$ cat src/rtl/cache_pkg.sv
// Shared definitions for the cache data bank.
//  S_OFFSET_DEF : default line offset width
//  s_mask()     : bytes per line for a given offset width
//  s_line()     : bits per line for a given offset width
//  bank_state_t : bank init/operational state
package cache_pkg;

  localparam int S_OFFSET_DEF = 5;

  function automatic int s_mask(input int off);
    return 2 ** off;
  endfunction

  function automatic int s_line(input int off);
    return 8 * (2 ** off);
  endfunction

  typedef enum logic {INIT, READY} bank_state_t;

endpackage

$ cat src/rtl/cache_data_way.sv
// One cache way: NUM_SETS lines of S_LINE bits.
//  clk    : clock
//  we     : byte write mask (0 = no write)
//  windex : write set
//  datain : write line
//  rindex : read set
//  rdata  : combinational read of rindex (pre-write contents)
module cache_data_way
  import cache_pkg::*;
#(
  parameter int S_INDEX  = 3,
  parameter int S_OFFSET = S_OFFSET_DEF,
  localparam int S_MASK  = s_mask(S_OFFSET),
  localparam int S_LINE  = s_line(S_OFFSET)
) (
  input  logic               clk,
  input  logic [S_MASK-1:0]  we,
  input  logic [S_INDEX-1:0] windex,
  input  logic [S_LINE-1:0]  datain,
  input  logic [S_INDEX-1:0] rindex,
  output logic [S_LINE-1:0]  rdata
);

  localparam int NUM_SETS = 2 ** S_INDEX;

  // No reset: contents are cleared by the bank's init sweep.
  logic [S_LINE-1:0] mem [NUM_SETS];

  always_ff @(posedge clk) begin
    for (int i = 0; i < S_MASK; i++)
      if (we[i]) mem[windex][i*8 +: 8] <= datain[i*8 +: 8];
  end

  assign rdata = mem[rindex];

endmodule

$ cat src/rtl/cache_data_bank.sv
// N-way byte-maskable cache data bank, 1-cycle registered read,
// write-first forwarding, self-zeroing init sweep after reset.
//  clk, rst  : clock, synchronous active-high reset
//  ready     : init sweep done, accesses accepted
//  rd_en     : read request, rindex = read set
//  rvalid    : dataout holds data for the read accepted last cycle
//  dataout   : all ways of the read set, way w at [w*S_LINE +: S_LINE]
//  write_en  : byte write mask (0 = no write), windex/wway/datain
module cache_data_bank
  import cache_pkg::*;
#(
  parameter int S_INDEX  = 3,
  parameter int S_OFFSET = S_OFFSET_DEF,
  parameter int NUM_WAYS = 2,
  localparam int S_MASK  = s_mask(S_OFFSET),
  localparam int S_LINE  = s_line(S_OFFSET),
  localparam int S_WAY   = (NUM_WAYS > 1) ? $clog2(NUM_WAYS) : 1
) (
  input  logic                       clk,
  input  logic                       rst,
  output logic                       ready,
  input  logic                       rd_en,
  input  logic [S_INDEX-1:0]         rindex,
  output logic                       rvalid,
  output logic [NUM_WAYS*S_LINE-1:0] dataout,
  input  logic [S_MASK-1:0]          write_en,
  input  logic [S_INDEX-1:0]         windex,
  input  logic [S_WAY-1:0]           wway,
  input  logic [S_LINE-1:0]          datain
);

  localparam int NUM_SETS = 2 ** S_INDEX;

  bank_state_t state_q, state_d;
  logic [S_INDEX-1:0] init_cnt;

  always_ff @(posedge clk) begin
    if (rst) begin
      state_q  <= INIT;
      init_cnt <= '0;
    end else begin
      state_q <= state_d;
      if (state_q == INIT) init_cnt <= init_cnt + 1'b1;
    end
  end

  always_comb begin
    state_d = state_q;
    if (state_q == INIT && init_cnt == S_INDEX'(NUM_SETS - 1)) state_d = READY;
  end

  assign ready = (state_q == READY);

  // During INIT every way is written with zeros at set init_cnt.
  logic [S_INDEX-1:0] widx;
  logic [S_LINE-1:0]  wdata;
  logic               fwd_hit;

  assign widx    = ready ? windex : init_cnt;
  assign wdata   = ready ? datain : '0;
  assign fwd_hit = (rindex == windex);

  logic [NUM_WAYS-1:0][S_MASK-1:0] we;
  logic [NUM_WAYS-1:0][S_LINE-1:0] rdata, merged;

  for (genvar w = 0; w < NUM_WAYS; w++) begin : g_way
    // rst gating drops any write coinciding with a reset edge.
    always_comb begin
      we[w] = '0;
      if (!rst) begin
        if (!ready)                    we[w] = '1;
        else if (wway == S_WAY'(w))    we[w] = write_en;
      end
    end

    cache_data_way #(.S_INDEX(S_INDEX), .S_OFFSET(S_OFFSET)) u_way (
      .clk    (clk),
      .we     (we[w]),
      .windex (widx),
      .datain (wdata),
      .rindex (rindex),
      .rdata  (rdata[w])
    );

    // Write-first: same-set write bytes override the array read.
    always_comb begin
      merged[w] = rdata[w];
      for (int i = 0; i < S_MASK; i++)
        if (fwd_hit && we[w][i]) merged[w][i*8 +: 8] = datain[i*8 +: 8];
    end
  end

  logic [NUM_WAYS-1:0][S_LINE-1:0] dout_q;

  always_ff @(posedge clk) begin
    if (rst) begin
      rvalid <= 1'b0;
      dout_q <= '0;
    end else if (ready && rd_en) begin
      rvalid <= 1'b1;
      dout_q <= merged;
    end else begin
      rvalid <= 1'b0;
    end
  end

  assign dataout = dout_q;

endmodule

$ cat config.mk
export PLATFORM = sky130hd
export DESIGN_NAME = cache_data_bank
export DESIGN_NICKNAME = d
export VERILOG_FILES = /design/src/rtl/cache_pkg.sv /design/src/rtl/cache_data_way.sv /design/src/rtl/cache_data_bank.sv
export SDC_FILE = /design/constraint.sdc
export NUM_CORES = 2
export LEC_CHECK = 0
export ABC_AREA = 0
export BUFFER_PORTS_ARGS = -buffer_cell sky130_fd_sc_hd__buf_2
export CAP_MARGIN = 20
export CORE_UTILIZATION = 42
export CTS_CLUSTER_SIZE = 14
export DETAILED_ROUTE_END_ITERATION = 10
export PLACE_DENSITY_LB_ADDON = 0.2
export SETUP_SLACK_MARGIN = 0.05
export SLEW_MARGIN = 20
export SYNTH_ARGS = -nofsm -noshare
export SYNTH_HDL_FRONTEND = slang
export SYNTH_SLANG_ARGS = --single-unit
$ cat constraint.sdc
create_clock -name clk -period 3.5 [get_ports clk]
set_input_delay 0.175 -clock clk [delete_from_list [all_inputs] [get_ports clk]]
set_output_delay 0.175 -clock clk [all_outputs]
set_load 0.01 [all_outputs]
# After elaboration in Yosys (flattened, before gate mapping)
# Memories as Yosys holds them, arrays and structs flattened. A register that Yosys moved wholly into a read port is not among the register bits.
# Cells that the tools add are included.
# word_totals
ff_bits	5
ram_bits	4096
in_bits	298
out_inout_bits	514
wordCells	147
mem_count	2
# classes
addsub	1
n_eq_ne	1
mux	137
n_bitwise	1
n_reduce_logical	2
# memory_table
name	words	width	read_ports	rd_clocked_by_memory_dff	wr	line	rtl
g_way[0].u_way.mem	8	256	1	1	1	cache_data_way.sv:27	logic [S_LINE-1:0] mem [NUM_SETS];
g_way[1].u_way.mem	8	256	1	1	1	cache_data_way.sv:27	
# op_table
op	n
$mux 256	1
$mux 32	6
$mux 1	129
$add 3x1->3 const B	1
$eq 3x3->1 const B	1
$mux 3	1
$logic_and 1x1->1	2
$not 1->1	1

# Depth between registers and ports, before layout
# depth
depth_word	5
mapped_depth	12
depth_no_buf	6

# Modules after synthesis
# A second synthesis with hierarchy kept.
# hier_totals
cells_unflattened	9892
hier_area_um2	184024.0
# by_module_without_submodules
mod	instances	cells_per_inst	area_per_inst_um2	seq_area_each_um2
cache_data_way	2	3246	78619.2	61499.0
cache_data_bank	1	3400	26785.7	10349.9

# Worst setup path after synthesis
# No wires, ideal clock.
# synth_path
path_type	register -> register
startpoint	register state_q, in the netlist ready
endpoint	memory g_way[0].u_way.mem[3][100] (netlist name), enable pin
setup_ns	0.370
t_arrival_ns	2.614
required_ns	3.130
setup_slack_ns	0.516
stages_incl_launch_ff	10
n_path_buf	6
period_less_slack_ns	2.984
path_cell_list	dfxtp_1 buf_6 buf_2 buf_2 buf_2 mux2_2 or3_1 clkbuf_1 buf_1 nor2_1
# synth_via
elab_chain_len	4
word_cells_on_any_way	5
classes_between	mux: 5
# synth_rtl
item	line	rtl
from (decl)	cache_data_bank.sv:34	bank_state_t state_q, state_d;
from (signal assigned)	cache_data_bank.sv:42	state_q <= state_d;
$mux 32	cache_data_bank.sv:71	if (!ready) we[w] = '1;
$mux 32	cache_data_bank.sv:70	if (!rst) begin
$mux 1	cache_data_way.sv:31	if (we[i]) mem[windex][i*8 +: 8] <= datain[i*8 +: 8];
$mux 1 (implied by the code)	cache_data_way.sv:31	
to (decl)	cache_data_way.sv:27	
# Several ways; a longest one is shown, not always the timed one.

# Final worst setup path
# layout_path
startpoint	register state_q, in the netlist ready
endpoint	register dout_q, in the netlist dataout[152], read port of g_way[0].u_way.mem
# layout_via
elab_chain_len	1
# layout_rtl
item	line	rtl
$logic_and 1x1->1	cache_data_bank.sv:99	end else if (ready && rd_en) begin
to (decl)	cache_data_bank.sv:93	logic [NUM_WAYS-1:0][S_LINE-1:0] dout_q;
# Every way passes these cells.
# A chain may end at the register's enable or synchronous reset.

==> metrics.txt <==
initial DRC count 9,842; Avg Inst Size Synth 18.1 sq um; design area 212,000 sq um; Sw Ratio 22.2%; Top FF cell, synth edfxtp_1; kind of critical path reg -> reg; final cycle utilization of the critical path 95.3%; final setup vio count 0; H-tree depth 5; Final Worst Setup Slack 0.166 ns; Initial Utilization 42.2%; CP Cell Sequence mux2i_4 > xnor2_4 > buf_12 > buf_12 > or4_1 > o21ai_0 > o21ai_0 > dlygate4sd3_1; sequential share of power 51.2%; GP Congestion 0.862; critical path required time 4.39 ns; slowest cell delay on critical path 0.79 ns; Die Span Y 657 microns; worst-path fanout max 40; r2r setup slk 0.17 ns; max_slew headroom 29.4%; Internal Power 92.7 mW; crit path from ready; CP arrival 4.23 ns; PortBufs 811; Nets 11,600; GRT busiest layer met2; CP max stage cell or4_1; TNS Setup 0 ns; Pwr Total 119 mW; post-synthesis async set-or-reset flop share 0%; startpoint types flip-flop; GRT Util Overall 23.5%; GR Layer Usage met2 39.0%; grt total ovfl 0; WP buf/inv 3; HP Class in -> reg; Combinational Power Share 6.5%; max-cap violation count 0; detailed-route via count 99,500; DRC viols 0; fin crit period 3.33 ns; final WL 519,000 microns; CTS tree yes; clk_skew 0.0643 ns; Worst Setup End Kind flip-flop; clk root buf clkbuf_16; vias in the first global route 101,000; Core ar. 427,000 sq um; Num CTS Buffers 463; mapped cell area 180,000 sq um; delay-heaviest family, CP buffers and inverters; DR pass1 iterations 6; worst reg2reg path depth 8; syn nets 10,300; Yosys reg bits 4,613; dpl cells 16,200; placed cell area 193,000 sq um; Worst R2R Start ready; area grow syn2layout 17.4%; initial antenna violation count 52; Yosys cell types 50; largest area contributor in the netlist edfxtp_1; post-route ant nets 0; Die Width 657 microns; Synth Warn # 0; drt wl/cell 29.9 microns; clock latency on the worst-skew pair 1.00 ns; net switching power 26.4 mW; Vias per Instance 5.72; DP Worst Slack 0.528 ns; first-pass GRT wire length 737,000 microns; Max Slew Vio Count 0; leak pwr 77.5 nW; FF-to-FF End dataout[152]; worst-margin pin slew 1.05 ns; non-filler cells in the finished layout 17,400; Rows 240; largest net degree at the start of global routing 117; Worst Setup EP dataout[152]; die footprint 432,000 sq um; status complete, no violations; clock tree sinks 4,613; WP depth 8; grt met1 use 31.7%; clk buf depth 4; Clk pwr share 42.3%; Peak Freq 300 MHz; post-cts resize count 0; RSZ-0062 raised after global routing false; Final Hold Fails 0; M3 GR Usage 3.94%; DP Wirelength 337,000 microns; Cells after Synth 9,955; P per Cell Area 562 nW/um^2; clock slew at reported path FFs 0.07 ns; worst vdd ir 0.463 mV; Post-synth EDFFs 4,096; top-area cell type share of the netlist area 68.2%; register area share after synthesis 73.9%; I/O Pins 812; top post-synthesis cells by area edfxtp_1 (68%), mux4_2 (12%), dfxtp_1 (5.7%); layout cells sized above 1 25.5%
-- cell usage in the layout (no fill, tap or decap), types with 25 or more instances in the layout --
master            n
mux4_2          928
dfxtp_1         516
buf_12           89
nor2b_1         116
a22oi_1          43
and2_1           86
edfxtp_1       4096
clkbuf_1        119
a21o_1           64
nand3_1          81
nand2b_1         35
nand2_1         692
bufinv_16        46
nor4_4           47
mux2i_1         536
inv_1           172
clkinv_2         79
a22o_1          342
buf_2           806
nand4_1          25
dlygate4sd3_1   302
clkinv_1         64
a21oi_1         377
clkbuf_16       468
buf_4           351
o21ai_0         163
or4_1            61
o21ai_1          25
a2111oi_0        25
clkbuf_8         51
a211oi_1        111
nor2_1          539
-- through the flow --
step | util [%] | hold slack [ns]
2_1_floorplan | - | 0.321
3_3_place_gp | 45.2 | 0.437
3_5_place_dp | 45.2 | 0.440
4_1_cts | 49.5 | 0.00329
5_1_grt | 49.6 | 0.0385
6_report | 49.6 | 0.0844
-- how the worst min path moves through the flow --
stage	to	slack [ns]	start	cells after the start
after global routing	dataout[486]	0.04	datain[230]	4
after floorplan	dataout[156]	0.32	datain[156]	2
after global placement	dataout[13]	0.44	dataout[13]	2
after detailed placement	dataout[486]	0.44	datain[230]	3
final	dataout[428]	0.08	datain[172]	4
after CTS	dataout[348]	0.003	datain[92]	4
-- state kept, by name, summed over array words and instances (netlist names) --
register and count:
g_way.u_way.mem 4096, dataout 512, init_cnt 3, ready 1, rvalid 1
-- tightest hold or removal path: stages --
cell	delay, ns
dlygate4sd3_1	0.52
buf_2	0.18
nand3_1	0.09
o211ai_1	0.10
-- synth_stat cells (47+ instances only) --
master	count
nand2_1	698
inv_1	173
nor2b_1	118
mux4_2	928
clkbuf_1	476
nor4_4	47
and2_1	88
buf_1	107
dfxtp_1	517
mux2i_1	536
a21o_1	64
nor2_1	541
a21oi_1	377
nand3_1	83
buf_2	107
a211oi_1	111
edfxtp_1	4096
or4_1	61
o21ai_0	163
a22o_1	342
-- power by group through the flow --
stage          clock network (mW)  registers, mW  logic, mW
2_1_floorplan                   0           62.0       4.46
3_3_place_gp                    0           62.1       7.45
3_5_place_dp                    0           62.2       7.52
4_1_cts                      51.1           61.0       7.82
5_1_grt                      53.1           61.1       8.17
6_report                     50.3           61.0       7.76
-- area by class of cell --
type                            instances  area [sq um]
Fill cell                           34900        216000
Sequential cell                      4613        133000
Multi-Input combinational cell       4459         43600
Clock buffer                          638         12900
Timing Repair Buffer                 1551         11500
Tap cell                             5687          7120
Clock inverter                        238          2630
Inverter                              174           663
Antenna cell                           20          50.0
-- timing repair --
| item | CTS | global route |
|---|---|---|
| buffers inserted | 0 | 4 |
| hold buffers | 302 | 0 |
| endpoints found under the hold margin | 4501 | 0 |
| setup endpoints to repair | 0 | 1 |
-- layer usage --
metal / vias to the layer above / share of wire [%]
li1: 42200 / -
met1: 52400 / 40
met2: 4081 / 49
met3: 774 / 7.3
met4: 18 / 3.6
met5: - / 0.020
-- cells by family (layout without fill, tap and decap cells) --
| family | count (synthesis) | after routing | synth area share [%] |
|---|---|---|---|
| flops | 4613 | 4613 | 73.9 |
| simple gates | 1752 | 1752 | 4.77 |
| mux | 1486 | 1486 | 14.7 |
| compound gates | 1215 | 1215 | 4.55 |
| buf+inv | 883 | 2601 | 1.97 |
| xor+xnor | 4 | 4 | 0.0278 |
| fa+ha+maj | 2 | 2 | 0.0139 |
| other cells | 0 | 20 | 0 |
No activity file was read; power rests on OpenSTA's default activity.
